## src/rtl/turn_signal_ctrl.sv

```systemverilog
// Turn-signal lever and hazard-button controller.
// Synchronizes and debounces raw contacts and drives turn/hazard requests.
module turn_signal_ctrl #(
    parameter int DEBOUNCE_CYCLES = 4,
    parameter int CANCEL_CYCLES   = 32
) (
    input  logic clk,
    input  logic rst,
    input  logic lever_l_raw,
    input  logic lever_r_raw,
    input  logic haz_btn_raw,
    output logic lt,
    output logic rt,
    output logic haz,
    output logic conflict
);

    localparam int HW = $clog2(CANCEL_CYCLES);
    localparam logic [HW-1:0] HOLD_MAX = HW'(CANCEL_CYCLES - 1);
    localparam logic [7:0] DEB_MAX = 8'(DEBOUNCE_CYCLES - 1);

    typedef enum logic [1:0] {
        S_IDLE,
        S_LEFT,
        S_RIGHT,
        S_CANCELLED
    } state_t;

    // Bit 0 = left lever, bit 1 = right lever, bit 2 = hazard button.
    logic [2:0] w_raw;
    logic [2:0] r_s1;
    logic [2:0] r_s2;
    logic [2:0] r_deb;
    logic [7:0] r_cnt [3];
    logic [2:0] w_flip;

    assign w_raw = {haz_btn_raw, lever_r_raw, lever_l_raw};

    always_comb begin
        w_flip = '0;
        for (int i = 0; i < 3; i++) begin
            w_flip[i] = (r_s2[i] != r_deb[i]) && (r_cnt[i] == DEB_MAX);
        end
    end

    always_ff @(posedge clk) begin
        if (rst) begin
            r_s1  <= '0;
            r_s2  <= '0;
            r_deb <= '0;
            for (int i = 0; i < 3; i++) begin
                r_cnt[i] <= '0;
            end
        end else begin
            r_s1 <= w_raw;
            r_s2 <= r_s1;
            for (int i = 0; i < 3; i++) begin
                if (r_s2[i] == r_deb[i]) begin
                    r_cnt[i] <= '0;
                end else if (w_flip[i]) begin
                    r_deb[i] <= r_s2[i];
                    r_cnt[i] <= '0;
                end else begin
                    r_cnt[i] <= r_cnt[i] + 8'd1;
                end
            end
        end
    end

    logic w_deb_l;
    logic w_deb_r;
    logic w_haz_rise;

    assign w_deb_l = r_deb[0];
    assign w_deb_r = r_deb[1];
    // Toggle on the same edge the debounced button goes high.
    assign w_haz_rise = w_flip[2] & r_s2[2];

    logic r_haz_state;
    logic r_haz;
    logic r_conflict;

    always_ff @(posedge clk) begin
        if (rst) begin
            r_haz_state <= 1'b0;
            r_haz       <= 1'b0;
            r_conflict  <= 1'b0;
        end else begin
            r_haz_state <= r_haz_state ^ w_haz_rise;
            r_haz       <= r_haz_state;
            r_conflict  <= w_deb_l & w_deb_r;
        end
    end

    state_t        r_state;
    state_t        w_state_nxt;
    logic [HW-1:0] r_hold;
    logic          w_enter;

    always_ff @(posedge clk) begin
        if (rst) begin
            r_state <= S_IDLE;
        end else begin
            r_state <= w_state_nxt;
        end
    end

    // A hazard toggling on this cycle blocks a lever entry.
    always_comb begin
        w_state_nxt = r_state;
        if (r_haz_state || (w_deb_l && w_deb_r)) begin
            w_state_nxt = S_IDLE;
        end else begin
            unique case (r_state)
                S_IDLE: begin
                    if (!w_haz_rise && w_deb_l) begin
                        w_state_nxt = S_LEFT;
                    end else if (!w_haz_rise && w_deb_r) begin
                        w_state_nxt = S_RIGHT;
                    end
                end
                S_LEFT: begin
                    if (!w_deb_l) begin
                        w_state_nxt = S_IDLE;
                    end else if (r_hold == HOLD_MAX) begin
                        w_state_nxt = S_CANCELLED;
                    end
                end
                S_RIGHT: begin
                    if (!w_deb_r) begin
                        w_state_nxt = S_IDLE;
                    end else if (r_hold == HOLD_MAX) begin
                        w_state_nxt = S_CANCELLED;
                    end
                end
                S_CANCELLED: begin
                    if (!w_deb_l && !w_deb_r) begin
                        w_state_nxt = S_IDLE;
                    end
                end
                default: w_state_nxt = S_IDLE;
            endcase
        end
    end

    assign w_enter = (w_state_nxt != r_state) &&
                     ((w_state_nxt == S_LEFT) || (w_state_nxt == S_RIGHT));

    always_ff @(posedge clk) begin
        if (rst) begin
            r_hold <= '0;
        end else if (w_enter) begin
            r_hold <= '0;
        end else if (((r_state == S_LEFT) || (r_state == S_RIGHT)) &&
                     (r_hold != HOLD_MAX)) begin
            r_hold <= r_hold + 1'b1;
        end
    end

    assign lt       = (r_state == S_LEFT);
    assign rt       = (r_state == S_RIGHT);
    assign haz      = r_haz;
    assign conflict = r_conflict;

endmodule

```

## config.mk

```make
export PLATFORM = sky130hd
export DESIGN_NAME = turn_signal_ctrl
export DESIGN_NICKNAME = d
export VERILOG_FILES = /design/src/rtl/turn_signal_ctrl.sv
export SDC_FILE = /design/constraint.sdc
export NUM_CORES = 1
export LEC_CHECK = 0
export BUFFER_PORTS_ARGS = -buffer_cell sky130_fd_sc_hd__buf_2
export CORE_MARGIN = 2
export CORE_UTILIZATION = 40
export DETAILED_ROUTE_END_ITERATION = 6
export GPL_TIMING_DRIVEN = 0
export PLACE_DENSITY_LB_ADDON = 0.12
export SLEW_MARGIN = 20
export SYNTH_ARGS = -nofsm -noshare
export SYNTH_HDL_FRONTEND = slang
export SYNTH_SLANG_ARGS = --single-unit
```

## constraint.sdc

```tcl
create_clock -name clk -period 5.7 [get_ports clk]
set_clock_uncertainty 0.15 [all_clocks]
set_input_delay 0.855 -clock clk [delete_from_list [all_inputs] [get_ports clk]]
set_output_delay 0.855 -clock clk [all_outputs]
set_load 0.03 [all_outputs]
```

==> flow_summary_export.csv <==
group,metric,value,unit
power,power_density,308.9,nW/um^2
drt,wl,3.491,mm
timing,hold_violations,0,
cells_and_area,syn_to_final_growth,14.06,%
power,power,0.7654,mW
synthesis,syn_area_per_cell,10.70,sq um
worst_setup_path,worstRegToRegCells,7,
synthesis,synth_cells,203,
power,p_int,0.5277,mW
worst_setup_path,arrival,1320,ps
worst_setup_path,crit_chain,"inv_1 -> ha_1 -> buf_2",
worst_setup_path,crit_buf_inv,2,
clocking,clkTransAtPathRegs,80,ps
clocking,h-tree-depth,2,
grt,grt_pass1_wl,6.299,mm
timing,rsz0062_at_grt,"false",
flow_run,drv_cap,0,
die,die_h,77.69,microns
power,pwr-share-comb,0.262,
worst_setup_path,cp_max_fo,6,
synthesis,synth_top_area_frac,0.3318,
cells_and_area,antenna_cells,0,
worst_setup_path,r2r_slack,3420,ps
die,die_x,77.69,microns
grt,grt_max_degree,14,
power,pwr-share-clk,0.259,
die,dieArea,6036,sq um
placed_design,dp.cells,304,
worst_setup_path,r2r_end,"r_hold[4]",
drt,drt_iter0_markers,62,
hold_path,min_from,"r_s1[0]",
placed_design,hpwl,2.568,mm
power,leakage,0.9449,nW
placed_design,numPortBuffers,8,
synthesis,netlist_area,2172,sq um
clocking,clock_sinks,43,
worst_setup_path,crit_required,4700,ps
timing,fin_crit,2321,ps
worst_setup_path,worstSetupPathType,"flip-flop to primary output",
clocking,clockRootBuffer,"clkbuf_8",
timing,setup_viol_count_final,0,
clocking,insertion_delay,290,ps
clocking,post-cts-setup-buffers,0,
synthesis,synthDistinctLibCells,39,
die,io_pins,9,
worst_setup_path,cp_num_cells,3,
drt,routedWlPerCell,11.19,microns
worst_setup_path,crit_path_end_kind,"primary output",
worst_setup_path,worstReg2RegStart,"r_state[0]",
hold_path,holdPathEnd,"r_s2[0]",
power,seqPwrFrac,0.479,
hold_path,hold_class,"flip-flop to flip-flop",
drt,post-route-drc-count,0,
clocking,cts_made_buffers,5,
timing,holdWs,290.8,ps
power,vdd_drop_max,0.1617,mV
drt,dr.pass1.iters,4,
drt,vias,1450,
status,status,"complete, no violations",
timing,setup_tns,0,ps
worst_setup_path,cp_top_family,"flip-flops",
synthesis,yosysWarnings,0,
worst_setup_path,slowest_delay,440,ps
hold_path,whs_path_depth,1,
grt,grt_overflow_total,0,
clocking,cts_buffer_depth,2,
cells_and_area,drive_above_1_share,0.1033,
clocking,cts_tree,"yes",
die,core,5172,sq um
worst_setup_path,crit_path_top_delay_cell,"dfxtp_1",
die,initial_core_util,0.4199,
synthesis,synth_seq_area_share,0.5069,
grt,track_usage,0.1327,
worst_setup_path,cp-start-kind,"flip-flop",
drt,postRouteAntennaNets,0,
drt,via_per_inst,4.647,
synthesis,synth_area_leaders,"edfxtp_1, dfxtp_1, xor2_1",
grt,grt_pass1_vias,1385,
synthesis,synth_seq_cells,43,
timing,fmax,430.8,MHz
synthesis,yosys.area.top_type,"edfxtp_1",
placed_design,finalWeightedCongestion,0.8076,
grt,antenna_found_initial,0,
cells_and_area,nets,255,
power,switchingPower,0.2377,mW
timing,fin_crit_sh,0.4072,
timing,slew_viol_final,0,
cells_and_area,instances_no_fill,312,
die,rows,26,
clocking,cts_hold_buf,0,
power,switching_share,0.3106,
clocking,cts-resized-gates,0,
Yosys cell counts:
| library cell | count |
|---|---|
| edfxtp_1 | 24 |
| o21a_1 | 1 |
| a22oi_1 | 1 |
| nand2_1 | 9 |
| or3_1 | 1 |
| mux2i_1 | 4 |
| o21ai_0 | 2 |
| a21oi_1 | 4 |
| o21a_4 | 1 |
| buf_2 | 2 |
| nor3_1 | 2 |
| dfxtp_1 | 19 |
| and3_1 | 9 |
| a221oi_1 | 1 |
| o21ai_1 | 3 |
| nor4_1 | 1 |
| conb_1 | 1 |
| nor2_1 | 31 |
| nor3b_2 | 1 |
| ha_1 | 9 |
| o221ai_2 | 1 |
| nor2b_1 | 11 |
| a2111oi_1 | 5 |
| a211oi_2 | 1 |
| xnor2_1 | 11 |
| clkbuf_1 | 3 |
| nand4_1 | 2 |
| nor2b_4 | 1 |
| and2_4 | 1 |
| o221a_1 | 1 |
| xor2_1 | 14 |
| inv_1 | 6 |
| a221o_1 | 1 |
| nand3_1 | 14 |
| a41oi_1 | 1 |
| buf_1 | 1 |
| a41o_2 | 1 |
| nor4b_1 | 1 |
| nor4_4 | 1 |
power groups by stage:
stage / registers [mW] / clock network [mW] / logic (mW)
3_3_place_gp: 0.373 / 0 / 0.200
3_5_place_dp: 0.374 / 0 / 0.199
4_1_cts: 0.367 / 0.209 / 0.200
5_1_grt: 0.370 / 0.220 / 0.224
6_report: 0.367 / 0.198 / 0.201
2_1_floorplan: 0.369 / 0 / 0.163
flip-flops by register name, indices dropped and copies added, names as in the netlist:
register	flops
r_cnt	24
conflict	1
r_state	2
haz	1
r_haz_state	1
r_s2	3
r_hold	5
r_s1	3
r_deb	3
per-stage QoR:
stage	utilization	instance area (sq um)	setup WS [ps]
after global routing	0.4790	2477	3244
after global placement	0.4613	2386	3461
after CTS	0.4790	2477	3370
final	0.4790	2477	3379
after floorplan	-	2258	3559
after detailed placement	0.4613	2386	3412
worst reg2reg max path: stages (launching register included):
cell       delay [ps]
dfxtp_1           440
inv_1             140
ha_1              260
a22oi_1           210
o21ai_1           150
o221ai_2          300
a211oi_2          120
a2111oi_1         400
how the worst max path moves through the flow:
stage / from / to / slack [ps]
final: r_state[0] / rt / 3380
after global routing: r_state[0] / r_hold[3] / 3240
after CTS: r_state[0] / rt / 3370
after detailed placement: r_state[0] / r_hold[3] / 3410
after global placement: rst / r_cnt[0][7] / 3460
after floorplan: r_state[0] / r_hold[0] / 3560
kinds of logic (layout without fill, tap and decap cells):
kind of cell / Yosys count / after routing / share of synthesized area
and+or+nand+nor: 85 / 85 / 0.2051
DFF: 43 / 43 / 0.5069
xor gates and xnor gates: 25 / 25 / 0.1008
AOI/OAI and AO/OA: 24 / 24 / 0.09332
buffers and inverters: 12 / 28 / 0.02189
adders and majority gates: 9 / 9 / 0.05184
muxes: 4 / 4 / 0.01843
other: 1 / 24 / 0.001726
layout by cell type (no fill, tap or decap), types with 2 or more instances in the layout:
| cell type | Yosys | routed |
|---|---|---|
| and3_1 | 9 | 9 |
| a21oi_1 | 4 | 4 |
| nand3_1 | 14 | 14 |
| xnor2_1 | 11 | 11 |
| o21ai_1 | 3 | 3 |
| a2111oi_1 | 5 | 5 |
| clkbuf_1 | 3 | 4 |
| mux2i_1 | 4 | 4 |
| buf_2 | 2 | 10 |
| dfxtp_1 | 19 | 19 |
| edfxtp_1 | 24 | 24 |
| conb_1 | 1 | 24 |
| ha_1 | 9 | 9 |
| inv_1 | 6 | 6 |
| nor2b_1 | 11 | 11 |
| nand4_1 | 2 | 2 |
| nor3_1 | 2 | 2 |
| xor2_1 | 14 | 14 |
| nand2_1 | 9 | 9 |
| o21ai_0 | 2 | 2 |
| clkbuf_8 | 0 | 6 |
| nor2_1 | 31 | 31 |
final cells by class:
cell class | instances | area (sq um)
buffer | 6 | 25.02
clock buffer | 7 | 86.33
clock inverter | 1 | 5.005
fill | 511 | 2695
inverter | 6 | 22.52
multi-input combinational | 171 | 1110
sequential | 43 | 1101
tap | 70 | 87.58
timing repair buffer | 8 | 40.04
routing by layer:
metal | track usage | vias up | routed length [microns]
li1 | - | 770 | -
met1 | 0.1772 | 653 | 1818
met2 | 0.1974 | 22 | 1486
met3 | 0.04070 | 5 | 133
met4 | 0.05893 | 0 | 53
met5 | 0 | - | 0
No activity file was read; power rests on OpenSTA's default activity.
